$ cat config.mk
export PLATFORM = sky130hd
export DESIGN_NAME = rpn_exec_ctrl
export DESIGN_NICKNAME = d
export VERILOG_FILES = /design/src/rtl/rpn_exec_ctrl.sv
export SDC_FILE = /design/constraint.sdc
export NUM_CORES = 1
export LEC_CHECK = 0
export BUFFER_PORTS_ARGS = -buffer_cell sky130_fd_sc_hd__buf_2
export CORE_MARGIN = 4
export CORE_UTILIZATION = 57
export CTS_BUF_LIST = sky130_fd_sc_hd__clkbuf_16
export CTS_CLUSTER_DIAMETER = 60
export CTS_CLUSTER_SIZE = 12
export DETAILED_ROUTE_END_ITERATION = 16
export HOLD_SLACK_MARGIN = 0.12
export PLACE_DENSITY = 0.86
export SLEW_MARGIN = 20
export SYNTH_ARGS = -nofsm -noshare
export SYNTH_HDL_FRONTEND = slang
export SYNTH_SLANG_ARGS = --single-unit
$ cat constraint.sdc
create_clock -name clk -period 4.7 [get_ports clk]
set_input_delay 0.47 -clock clk [delete_from_list [all_inputs] [get_ports clk]]
set_output_delay 0.47 -clock clk [all_outputs]
set_load 0.005 [all_outputs]
$ cat src/rtl/rpn_exec_ctrl.sv
// rpn_exec_ctrl: postfix (RPN) evaluator sitting in front of a stack controller.
// Accepts operand/operator tokens over valid/ready, issues single-cycle
// push/pop strobes, reads operands back through the stack's registered RAM
// output, and pushes the computed result.
//
// Ports:
//   clk, rst             system clock, synchronous active-high reset
//   tok_valid/tok_ready  token handshake (ready only when idle)
//   tok_is_op, tok_data  token kind and operand value / operator code [1:0]
//   stack_push/pop/din   strobes and write data to the stack
//   stack_dout           registered RAM read data at the current pointer
//   stack_full/empty     stack occupancy flags
//   stack_pointer        current entry count
//   result/result_valid  last computed result and its one-cycle update pulse
//   busy, err            sequence in progress / sticky error
//
// state   | meaning
// IDLE    | waiting for a token
// PUSH    | pushing an accepted operand
// POP_B   | popping the top entry (b)
// WAIT_B  | RAM registers b at the decremented pointer
// LATCH_B | capture b, pop the next entry (a)
// WAIT_A  | RAM registers a
// LATCH_A | capture a, compute result
// PUSH_R  | push the result, pulse result_valid
// ERR     | sticky error, only rst leaves
module rpn_exec_ctrl #(
  parameter int DATA_WIDTH = 8,
  parameter int SP_WIDTH   = 5
) (
  input  logic                  clk,
  input  logic                  rst,
  input  logic                  tok_valid,
  output logic                  tok_ready,
  input  logic                  tok_is_op,
  input  logic [DATA_WIDTH-1:0] tok_data,
  output logic                  stack_push,
  output logic                  stack_pop,
  output logic [DATA_WIDTH-1:0] stack_din,
  input  logic [DATA_WIDTH-1:0] stack_dout,
  input  logic                  stack_full,
  input  logic                  stack_empty,
  input  logic [SP_WIDTH-1:0]   stack_pointer,
  output logic [DATA_WIDTH-1:0] result,
  output logic                  result_valid,
  output logic                  busy,
  output logic                  err
);

  typedef enum logic [3:0] {
    S_IDLE, S_PUSH, S_POP_B, S_WAIT_B, S_LATCH_B,
    S_WAIT_A, S_LATCH_A, S_PUSH_R, S_ERR
  } state_t;

  state_t                state, state_nxt;
  logic [1:0]            op;
  logic [DATA_WIDTH-1:0] b_reg;
  logic [DATA_WIDTH-1:0] alu;
  logic                  take_operand;
  logic                  take_operator;
  logic                  too_few;

  // stack_empty is redundant with the pointer compare but kept as a guard
  assign too_few       = stack_empty || (stack_pointer < SP_WIDTH'(2));
  assign take_operand  = (state == S_IDLE) && tok_valid && !tok_is_op && !stack_full;
  assign take_operator = (state == S_IDLE) && tok_valid && tok_is_op &&
                         (tok_data[1:0] != 2'b11) && !too_few;

  // a (deeper entry) arrives on stack_dout during LATCH_A
  always_comb begin
    alu = '0;
    case (op)
      2'b00:   alu = stack_dout + b_reg;
      2'b01:   alu = stack_dout - b_reg;
      default: alu = stack_dout * b_reg;
    endcase
  end

  always_comb begin
    state_nxt = state;
    case (state)
      S_IDLE: begin
        if (tok_valid) begin
          if (!tok_is_op)
            state_nxt = stack_full ? S_ERR : S_PUSH;
          else if (tok_data[1:0] == 2'b11 || too_few)
            state_nxt = S_ERR;
          else
            state_nxt = S_POP_B;
        end
      end
      S_PUSH:    state_nxt = S_IDLE;
      S_POP_B:   state_nxt = S_WAIT_B;
      S_WAIT_B:  state_nxt = S_LATCH_B;
      S_LATCH_B: state_nxt = S_WAIT_A;
      S_WAIT_A:  state_nxt = S_LATCH_A;
      S_LATCH_A: state_nxt = S_PUSH_R;
      S_PUSH_R:  state_nxt = S_IDLE;
      S_ERR:     state_nxt = S_ERR;
      default:   state_nxt = S_IDLE;
    endcase
  end

  always_ff @(posedge clk) begin
    if (rst) begin
      state     <= S_IDLE;
      op        <= 2'b00;
      b_reg     <= '0;
      stack_din <= '0;
      result    <= '0;
    end else begin
      state <= state_nxt;
      if (take_operand)
        stack_din <= tok_data;
      if (take_operator)
        op <= tok_data[1:0];
      if (state == S_LATCH_B)
        b_reg <= stack_dout;
      if (state == S_LATCH_A) begin
        result    <= alu;
        stack_din <= alu;
      end
    end
  end

  assign tok_ready    = (state == S_IDLE);
  assign stack_push   = (state == S_PUSH) || (state == S_PUSH_R);
  assign stack_pop    = (state == S_POP_B) || (state == S_LATCH_B);
  assign result_valid = (state == S_PUSH_R);
  assign busy         = (state != S_IDLE) && (state != S_ERR);
  assign err          = (state == S_ERR);

endmodule

-- Word level (Yosys, flattened, before mapping)
Index checks and enable logic that the tools add are counted.
- bits in registers: 30
- input bits: 27
- word-level logic and storage cells: 48
- add/sub/neg operators: 2
- $lt $le $gt $ge: 1
- equality and inequality tests: 13
- reduce and logical (&&, ||, !) cells: 18
- mux-type cells: 8
- multiply operators: 1
- operators with widths (operator ; number):
    $pmux 4 s7 ; 1
    $eq 4x3->1 const B ; 4
    $mux 4 ; 4
    $mux 8 ; 2
    $pmux 8 s2 ; 1
    $add 8x8->8 ; 1
    $eq 4x2->1 const B ; 2
    $mul 8x8->8 ; 1
    $sub 8x8->8 ; 1
    $logic_and 1x1->1 ; 7
    $lt 5x2->1 const B ; 1
    $eq 4x1->1 const B ; 1
    $eq 4x4->1 const B ; 1
    $logic_not 4->1 ; 1
    $logic_or 1x1->1 ; 4
    $ne 2x2->1 const B ; 2
    $ne 4x4->1 const B ; 1
    $reduce_bool 4->1 ; 1
    $logic_not 1->1 ; 3
    $eq 2x1->1 const B ; 1
    $eq 2x2->1 const B ; 1
    $logic_not 2->1 ; 1
    $reduce_bool 2->1 ; 1

-- Depth between registers and ports, before layout
Gate-level depths: netlist (run 1).
- depth in word-level cells: 7
- gate-level depth with buffers: 16
- depth with buffers taken out: 15

-- Worst setup path after synthesis (run 1)
No wires, ideal clock.
- path kind: flip-flop to flip-flop
- start point: reg b_reg[2]
- end point: reg result[7]
- data arrival time: 4.012 ns
- path slack: 0.600 ns
- setup time: 0.088 ns
- clock period less this slack: 4.100 ns
- cell stages (with the launch flop): 15
- path through: dfxtp_1 > clkbuf_1 > nand2_1 > fa_1 > fa_1 > inv_1 > fa_1 > inv_1 > fa_1 > xor2_1 > xnor3_1 > xnor3_1 > xnor3_1 > and3_4 > nor4_2
- longest elaborated chain between the ends: 2
- elaborated cells on any way between the ends: 4
- classes of those cells: add/sub: 2; mul: 1; mux: 1
- ends and longest elaborated chain (element ; line ; RTL):
    start: declaration ; 57 ; logic [DATA_WIDTH-1:0] b_reg;
    start signal: assignment ; 118 ; b_reg <= stack_dout;
    $mul 8x8->8, or another cell as far along ; 75 ; default: alu = stack_dout * b_reg;
    $pmux 8 s2 * ; 72 ; case (op)
    end signal: assignment ; 120 ; result <= alu;
    end: declaration ; 44 ; output logic [DATA_WIDTH-1:0] result,
Mark *: on every way between the ends. The rest lies on a longest branch, timed or not.
A chain may end at the register's enable or synchronous reset.

-- Worst setup path in the final report (run 1)
- start point: reg b_reg[4]
- end point: reg result[7]
The elaborated chain is that of the path after synthesis.

==> results.cfg, run 1 <==
[pwr]
power_frac_comb_pct = 13.1
finalPower_w = 0.0006574
intPower_w = 0.0004930
peakVddDrop_uv = 254.9
seqPwrFrac_pct = 40.8
p_per_area_mw_per_mm2 = 215.3
power.share.clock_pct = 46.1
leakagePower_nw = 1.462
power.switching_w = 0.0001644
p_sw_share_pct = 25.01

[logic_synthesis]
synth_cells = 333
synth.most_common_cell = nand2_1
netlist.area_leader.share_pct = 22.48
syn-num-nets = 398
synth_cell_types = 41
synth.area.top_cells = dfxtp_1, ha_1, fa_1
synth.avg_cell_area_um2 = 8.022
ys_seq_area_share_pct = 22.48
synth_async_sr_flop_share_pct = 0
synth_top_cells_by_count = nand2_1, inv_1, dfxtp_1, a21oi_1, ha_1
ys_ff_latch = 30
yosys_most_used_dff = dfxtp_1
ys_warn_count = 0
synth_edf_count = 0
syn_area_mm2 = 0.002671
synth_area_leader_cell = dfxtp_1

[place]
hpwl_um = 4586
pre_cts_ws_ps = 230.2
port_buffers = 47
place_congestion = 0.8585

[status]
status = complete, no violations

[setup_path]
cp_data_required_time_ps = 4890
r2r_setup_slack_ps = 350
r2r-start = b_reg[4]
reg2regPathDepth = 13
rr_endpoint = result[7]
critPathCaptureType = register
cp-start-kind = register
criticalPathCategory = reg -> reg
crit_arrival_ps = 4530
worst-path-max-fanout = 8

[cts]
cts_buffer_depth = 2
worstSkewPairLatency_ps = 280
postCtsSetupRepairBufs = 0
cts_tree = yes
cts_max_level = 2
cts_root_buf = clkbuf_16
cts_resized = 0
cts_hold_buf = 0
cts_sinks = 30
cts-buffers-inserted = 5
cts.clk_slew.worst_paths_ps = 50

[finish]
syn2layout_area_growth_pct = 14.29
num-nets-final = 436
diodes = 0
drive_gt1_share_pct = 16.40
post-route-util_pct = 68.69

[global_route]
grt_pass1_vias = 2347
grt_pass1_wl_um = 10240
grt.overflow.total = 0
grt_max_degree = 24
grt_usage_pct = 20.95
antenna_found_initial = 0

[timing]
fin_crit_sh_pct = 92.49
clock_skew_ps = 5.176
setup_viol = 0
report.final.slew_viol_count = 0
fmax_ghz = 0.2300
relSlewSlack_pct = 38.13
min_period_ps = 4347
worst_slew_pin_slew_ps = 921.0
whs_ps = 464.0
setup_ws_ps = 352.9
hold_viol = 0
setup-tns-final_ps = 0
rsz0062_at_grt = no

[floorplan]
initial_core_util_pct = 60.11
die-width_um = 76.46
die-area_mm2 = 0.005846
fp.dieH_um = 76.46
placement_rows = 24
pin_count = 49
core_mm2 = 0.004444

[route]
drt-vias-per-instance = 5.531
drt_iter0_drc = 85
route.detailed.drc = 0
drt-wirelength-per-cell_um = 13.98
drt_first_pass_iters = 4
vias = 2345
drt-total-wl_um = 5926
antenna_left = 0

[hold_path]
hold_class = in -> reg
hold-path-endpoint = op[0]
min_path_cells = 3
holdCritStartpoint = tok_data[0]

[run]
cap_violations = 0
[routing by layer]
layer,up-vias,part of all wire (%),wire (µm),GRT usage (%)
met3,10,7.1,422,5.792
met1,1074,44,2614,25.88
met4,0,1.5,90,6.522
met2,76,47,2798,35.33
met5,-,0,0,0
li1,1185,-,-,-
[through the flow]
step	area (µm²)	instances
2_1_floorplan	2671	333
3_3_place_gp	2912	416
3_5_place_dp	2912	416
4_1_cts	3053	424
5_1_grt	3053	424
6_report	3053	424
[worst max-delay path by stage]
stage                        end  cells past startpoint  slack (ps)     startpoint
floorplan              result[7]                     14         600       b_reg[2]
global placement       result[7]                     14         360  stack_dout[1]
detailed placement     result[7]                     14         230  stack_dout[1]
CTS                    result[7]                     13         360       b_reg[3]
global route        stack_din[7]                     13         130       b_reg[3]
finish                 result[7]                     13         350       b_reg[4]
[layout make-up]
class                           instances  area, µm²
Clock buffer                            5      125.1
Clock inverter                          3      16.27
Fill cell                             357       1391
Inverter                               32      120.1
Multi-Input combinational cell        254       1883
Sequential cell                        30      600.6
Tap cell                               52      65.06
Timing Repair Buffer                   48      242.7
[critical path: stages, from the launching register on]
cell	delay, ps
dfxtp_1	540
nand2_1	140
fa_1	470
fa_1	550
inv_1	50
fa_1	480
inv_1	60
fa_1	420
xor2_1	210
xnor3_1	360
xnor3_1	380
xnor3_1	220
and3_4	200
nor4_2	190
[power by group through the flow]
stage / clock, W / sequential (W) / combinational, W
6_report: 0.000303 / 0.000268 / 0.0000861
5_1_grt: 0.000319 / 0.000270 / 0.0000966
4_1_cts: 0.000309 / 0.000268 / 0.0000860
3_5_place_dp: 0 / 0.000273 / 0.0000854
3_3_place_gp: 0 / 0.000273 / 0.0000838
2_1_floorplan: 0 / 0.000269 / 0.0000557
[logic make-up after synthesis]
group / synth area share, %
adder cells (fa/ha/maj): 21.45
flip-flops: 22.48
XOR/XNOR: 9.695
multiplexers: 3.091
AO/OA/AOI/OAI: 13.49
AND/OR/NAND/NOR: 22.76
buffers and inverters: 7.026
[layout by cell type (no fill, tap or decap), types with 15 or more instances in the layout]
master | netlist | final
a21oi_1 | 25 | 25
and2_1 | 16 | 16
buf_2 | 3 | 47
dfxtp_1 | 30 | 30
ha_1 | 25 | 25
inv_1 | 32 | 32
nand2_1 | 50 | 50
nor2_1 | 22 | 22
nor3_1 | 15 | 15
xnor2_1 | 16 | 16
Power figures use the tool's default switching activity.
==> inputs of run 2 (changes only) <==
--- a/config.mk
+++ b/config.mk
@@ -5,6 +5,7 @@
 export SDC_FILE = /design/constraint.sdc
 export NUM_CORES = 1
 export LEC_CHECK = 0
+export ABC_AREA = 1
 export BUFFER_PORTS_ARGS = -buffer_cell sky130_fd_sc_hd__buf_2
 export CORE_MARGIN = 4
 export CORE_UTILIZATION = 57
==> results.cfg, run 2 <==
[timing]
min_period_ps = 4166
fmax_ghz = 0.2401
relSlewSlack_pct = 68.62
hold_viol = 0
worst_slew_pin_slew_ps = 470.1
report.final.slew_viol_count = 0
setup_viol = 0
clock_skew_ps = 4.002
fin_crit_sh_pct = 88.63
setup-tns-final_ps = 0
rsz0062_at_grt = no
whs_ps = 467.5

[route]
drt-wirelength-per-cell_um = 12.64
drt_first_pass_iters = 4
route.detailed.drc = 0
drt-vias-per-instance = 5.191
antenna_left = 0
vias = 2793
drt_iter0_drc = 153
drt-total-wl_um = 6802

[hold_path]
hold-path-endpoint = result[5]
min_path_cells = 2
holdCritStartpoint = result[5]
hold_class = reg -> reg

[finish]
syn2layout_area_growth_pct = 14.51
final_common_cell = nand2_1
final_cell_mix = nand2_1, inv_1, buf_2, a21oi_1, dfxtp_1
diodes = 0
layout.cells.non_filler = 538
drive_gt1_share_pct = 14.86
nFillCells = 418
num-nets-final = 535

[global_route]
grt_max_degree = 20
antenna_found_initial = 0
grt_pass1_wl_um = 11860
grt_pass1_vias = 2772
grt.overflow.total = 0
grt_usage_pct = 23.75

[floorplan]
initial_core_util_pct = 59.50
core_mm2 = 0.004755
fp.dieH_um = 78.45
die-area_mm2 = 0.006154
die-width_um = 78.45
placement_rows = 25
pin_count = 49

[setup_path]
slowest_stage = fa_1
cp_data_required_time_ps = 4840
worst-path-max-fanout = 8
rr_endpoint = result[7]
path_buf_inv = 5
crit_arrival_ps = 4310
r2r_setup_slack_ps = 530
criticalPathCategory = reg -> reg
cp-start-kind = register
r2r-start = b_reg[3]
reg2regPathDepth = 21
cp_common_cell = nand2_1
max_stage_delay_ps = 540
cp_cell_sequence = nand2_1 -> fa_1 -> fa_1 -> inv_1 -> fa_1 -> inv_1 -> fa_1 -> inv_1 -> ha_1 -> a21oi_1 -> nand2_1 -> nand2_1 -> nand2_1 -> inv_1 -> nand2_1 -> nand2_1 -> inv_1 -> nand2_1 -> nand3_1 -> nand3_1 -> a21oi_1
critPathTopFamily = adder cells
critPathCaptureType = register

[logic_synthesis]
netlist.area_leader.share_pct = 21.23
synth.avg_cell_area_um2 = 6.641
synth.area.top_cells = dfxtp_1, nand2_1, ha_1
ys_ff_latch = 30
synth_area_leader_cell = dfxtp_1
synth.most_common_cell = nand2_1
synth_cell_types = 37
ys_seq_area_share_pct = 21.23
synth_cells = 426
synth_async_sr_flop_share_pct = 0
synth_edf_count = 0
synth_top_cells_by_count = nand2_1, inv_1, a21oi_1, dfxtp_1, ha_1
yosys_most_used_dff = dfxtp_1
syn_area_mm2 = 0.002829
ys_warn_count = 0
syn-num-nets = 491

[place]
hpwl_um = 5376
post-place-cells = 530
place_congestion = 0.9218
port_buffers = 47

[cts]
cts_tree = yes
postCtsSetupRepairBufs = 0
cts.clk_slew.worst_paths_ps = 50
cts_root_buf = clkbuf_16
cts_sinks = 30
worstSkewPairLatency_ps = 270
cts_max_level = 2
cts_resized = 0
cts_buffer_depth = 2
cts-buffers-inserted = 5
cts_hold_buf = 0

[run]
cap_violations = 0

[status]
status = complete, no violations

[pwr]
peakVddDrop_uv = 217.8
p_per_area_mw_per_mm2 = 212.9
leakagePower_nw = 1.769
-- run 2: cell families (layout without fill, tap and decap cells) --
group	count (synthesis)	in the layout	share of synthesized area, %
AND/OR/NAND/NOR	172	172	26.40
adder cells (fa/ha/maj)	38	38	20.26
flip-flops	30	30	21.23
buffers and inverters	101	146	14.29
AO/OA/AOI/OAI	75	75	14.73
XOR/XNOR	10	10	3.096
-- run 2: routing by layer --
| metal | part of all wire, % | GRT usage, % | up-vias |
|---|---|---|---|
| li1 | - | - | 1424 |
| met1 | 42 | 29.13 | 1285 |
| met2 | 51 | 42.12 | 73 |
| met3 | 5.4 | 3.096 | 11 |
| met4 | 1.4 | 9.091 | 0 |
| met5 | 0 | 0 | - |
-- run 2: tightest hold or removal path, stage by stage, from the launching register on --
cell and delay, ps:
dfxtp_1 300, nand2_1 60, a21oi_1 60
-- run 2: report_power, final --
part,total (W),switching [W],leakage (nW),internal [W]
logic,0.000127,0.0000770,1.45,0.0000495
clock network,0.000292,0.000101,0.0724,0.000190
registers,0.000271,0.00000824,0.243,0.000263
total,0.000690,0.000186,1.77,0.000503
-- run 2: per-stage QoR --
| step | power (W) | area, µm² | util [%] | setup slack (ps) |
|---|---|---|---|---|
| 6_report | 0.0006895 | 3239 | 68.13 | 534.3 |
| 5_1_grt | 0.0007260 | 3239 | 68.13 | 179.4 |
| 4_1_cts | 0.0006928 | 3239 | 68.13 | 552.8 |
| 3_5_place_dp | 0.0004004 | 3102 | 65.24 | 347.6 |
| 3_3_place_gp | 0.0003976 | 3102 | 65.24 | 454.4 |
| 2_1_floorplan | 0.0003591 | 2829 | - | 708.5 |
-- run 2: worst max-delay path by stage --
stage	start	to	slack (ps)	depth (start not counted)
after floorplan	stack_dout[1]	result[7]	710	22
after global placement	stack_dout[2]	result[7]	450	22
after detailed placement	stack_dout[2]	result[7]	350	22
after CTS	b_reg[3]	result[7]	550	21
after global routing	b_reg[3]	result[7]	180	21
final	b_reg[3]	result[7]	530	21
-- run 2: final cells by class --
class                           count  area (µm²)  share of cell area (%)
Sequential cell                    30       600.6                   18.54
Tap cell                           67       83.83                   2.588
Timing Repair Buffer               50       257.7                   7.957
Clock buffer                        5       125.1                   3.862
Multi-Input combinational cell    295        1824                   56.32
Clock inverter                      3       12.51                  0.3862
Inverter                           88       335.3                   10.35
==> inputs of run 3 (changes only) <==
--- a/config.mk
+++ b/config.mk
@@ -6,7 +6,7 @@
 export NUM_CORES = 1
 export LEC_CHECK = 0
 export ABC_AREA = 1
-export BUFFER_PORTS_ARGS = -buffer_cell sky130_fd_sc_hd__buf_2
+export BUFFER_PORTS_ARGS = -buffer_cell sky130_fd_sc_hd__clkbuf_2
 export CORE_MARGIN = 4
 export CORE_UTILIZATION = 57
 export CTS_BUF_LIST = sky130_fd_sc_hd__clkbuf_16
==> results.cfg, run 3 (synthesis gave the netlist of run 2 again) <==
[status]
status = complete, no violations

[pwr]
power_frac_comb_pct = 16.8
finalPower_w = 0.0007620
p_per_area_mw_per_mm2 = 233.3
p_sw_share_pct = 26.55
power.switching_w = 0.0002023
intPower_w = 0.0005597
seqPwrFrac_pct = 35.6
leakagePower_nw = 1.769
power.share.clock_pct = 47.6
peakVddDrop_uv = 218.0

[route]
drt_iter0_drc = 191
m1WireLength_um = 3037
wl_met3_um = 292
drt-vias-per-instance = 5.171
drt-wirelength-per-cell_um = 13.09
drt-total-wl_um = 7040
route.detailed.drc = 0
vias = 2782
drt_first_pass_iters = 4
routed-wl-met2_um = 3531
antenna_left = 0
dr.max_layer_used = met4

[global_route]
grt_usage_pct = 24.07
grt_max_degree = 20
grt.overflow.total = 0
grt_pass1_wl_um = 12020
antenna_found_initial = 0
grt_pass1_vias = 2717

[finish]
final_common_cell = nand2_1
syn2layout_area_growth_pct = 15.48
nFillCells = 415
diodes = 0
drive_gt1_share_pct = 15.29
final_cell_mix = nand2_1, inv_1, clkbuf_2, a21oi_1, dfxtp_1
num-nets-final = 535

[floorplan]
placement_rows = 25
die-width_um = 78.45
core_mm2 = 0.004755
fp.dieH_um = 78.45
die-area_mm2 = 0.006154
pin_count = 49
initial_core_util_pct = 59.50

[place]
pre_cts_ws_ps = 390.6
port_buffers = 47
hpwl_um = 5440
place_congestion = 0.9114

[cts]
cts_tree = yes
worstSkewPairLatency_ps = 280
cts_sinks = 30
cts_root_buf = clkbuf_16
cts_max_level = 2
cts.clk_slew.worst_paths_ps = 50
cts_resized = 0
cts_buffer_depth = 2
postCtsSetupRepairBufs = 0
cts-buffers-inserted = 5
cts_hold_buf = 0

[setup_path]
slowest_stage = fa_1
crit_arrival_ps = 4260
cp_cell_sequence = nand2_1 -> fa_1 -> fa_1 -> inv_1 -> fa_1 -> inv_1 -> fa_1 -> inv_1 -> ha_1 -> a21oi_1 -> nand2_1 -> nand2_1 -> nand2_1 -> inv_1 -> nand2_1 -> nand2_1 -> inv_1 -> nand2_1 -> nand3_1 -> nand3_1 -> a21oi_1
criticalPathCategory = reg -> reg
worst-path-max-fanout = 8
critPathCaptureType = register
cp_common_cell = nand2_1
max_stage_delay_ps = 540
cp-start-kind = register
cp_data_required_time_ps = 4850

[timing]
hold_viol = 0
clock_skew_ps = 3.220
whs_ps = 448.6
relSlewSlack_pct = 68.40
fin_crit_sh_pct = 87.45
fmax_ghz = 0.2433
worst_slew_pin_slew_ps = 473.5
report.final.slew_viol_count = 0
min_period_ps = 4110
setup_ws_ps = 590.0
rsz0062_at_grt = no
setup-tns-final_ps = 0
setup_viol = 0

[hold_path]
hold_class = in -> reg

[run]
cap_violations = 0
## run 3: cell count changes in the layout (fill, tap and decap cells not counted), sizes merged
cell and change:
buf -47, inv -1, clkbuf +47, bufinv +1
## run 3: critical path, delay by kind of cell (launching register included)
kind	cells	cell delay (ps)
adder cells (fa/ha/maj)	5	2290
AND/OR/NAND/NOR	9	720
flip-flops	1	480
buffers and inverters	5	240
AO/OA/AOI/OAI	2	240
## run 3: path summary, 6_finish.rpt
check	start	endpoint	slack, ps	cells after the start
max	b_reg[3]	result[7]	590	21
min	tok_data[2]	stack_din[2]	450	3
max reg2reg	b_reg[3]	result[7]	590	21
min reg2reg	result[1]	result[1]	470	2
## run 3: layer usage
layer  vias up  GRT usage [%]
met5         -              0
met4         0          8.217
met3        22          2.867
met2        72          42.38
met1      1257          30.35
li1       1431              -
## run 3: power by group through the flow
stage	clock network [W]	registers (W)	logic (W)
floorplan	0	0.000274	0.0000852
global placement	0	0.000276	0.000122
detailed placement	0	0.000276	0.000126
CTS	0.000361	0.000271	0.000127
global route	0.000376	0.000272	0.000143
finish	0.000363	0.000271	0.000128
## run 3: metrics by stage
step / util (%) / instance area (µm²) / std cells
final: 68.71 / 3267 / 538
after global routing: 68.71 / 3267 / 538
after CTS: 68.71 / 3267 / 538
after detailed placement: 65.24 / 3102 / 530
after global placement: 65.24 / 3102 / 530
after floorplan: - / 2829 / 426
## run 3: cell type report
| cell class | count | area [µm²] | area share (%) |
|---|---|---|---|
| multi-input combinational | 295 | 1824 | 55.84 |
| clock inverter | 3 | 40.04 | 1.226 |
| clock buffer | 5 | 125.1 | 3.830 |
| timing repair buffer | 50 | 257.7 | 7.890 |
| inverter | 88 | 335.3 | 10.26 |
| tap | 67 | 83.83 | 2.566 |
| sequential | 30 | 600.6 | 18.38 |
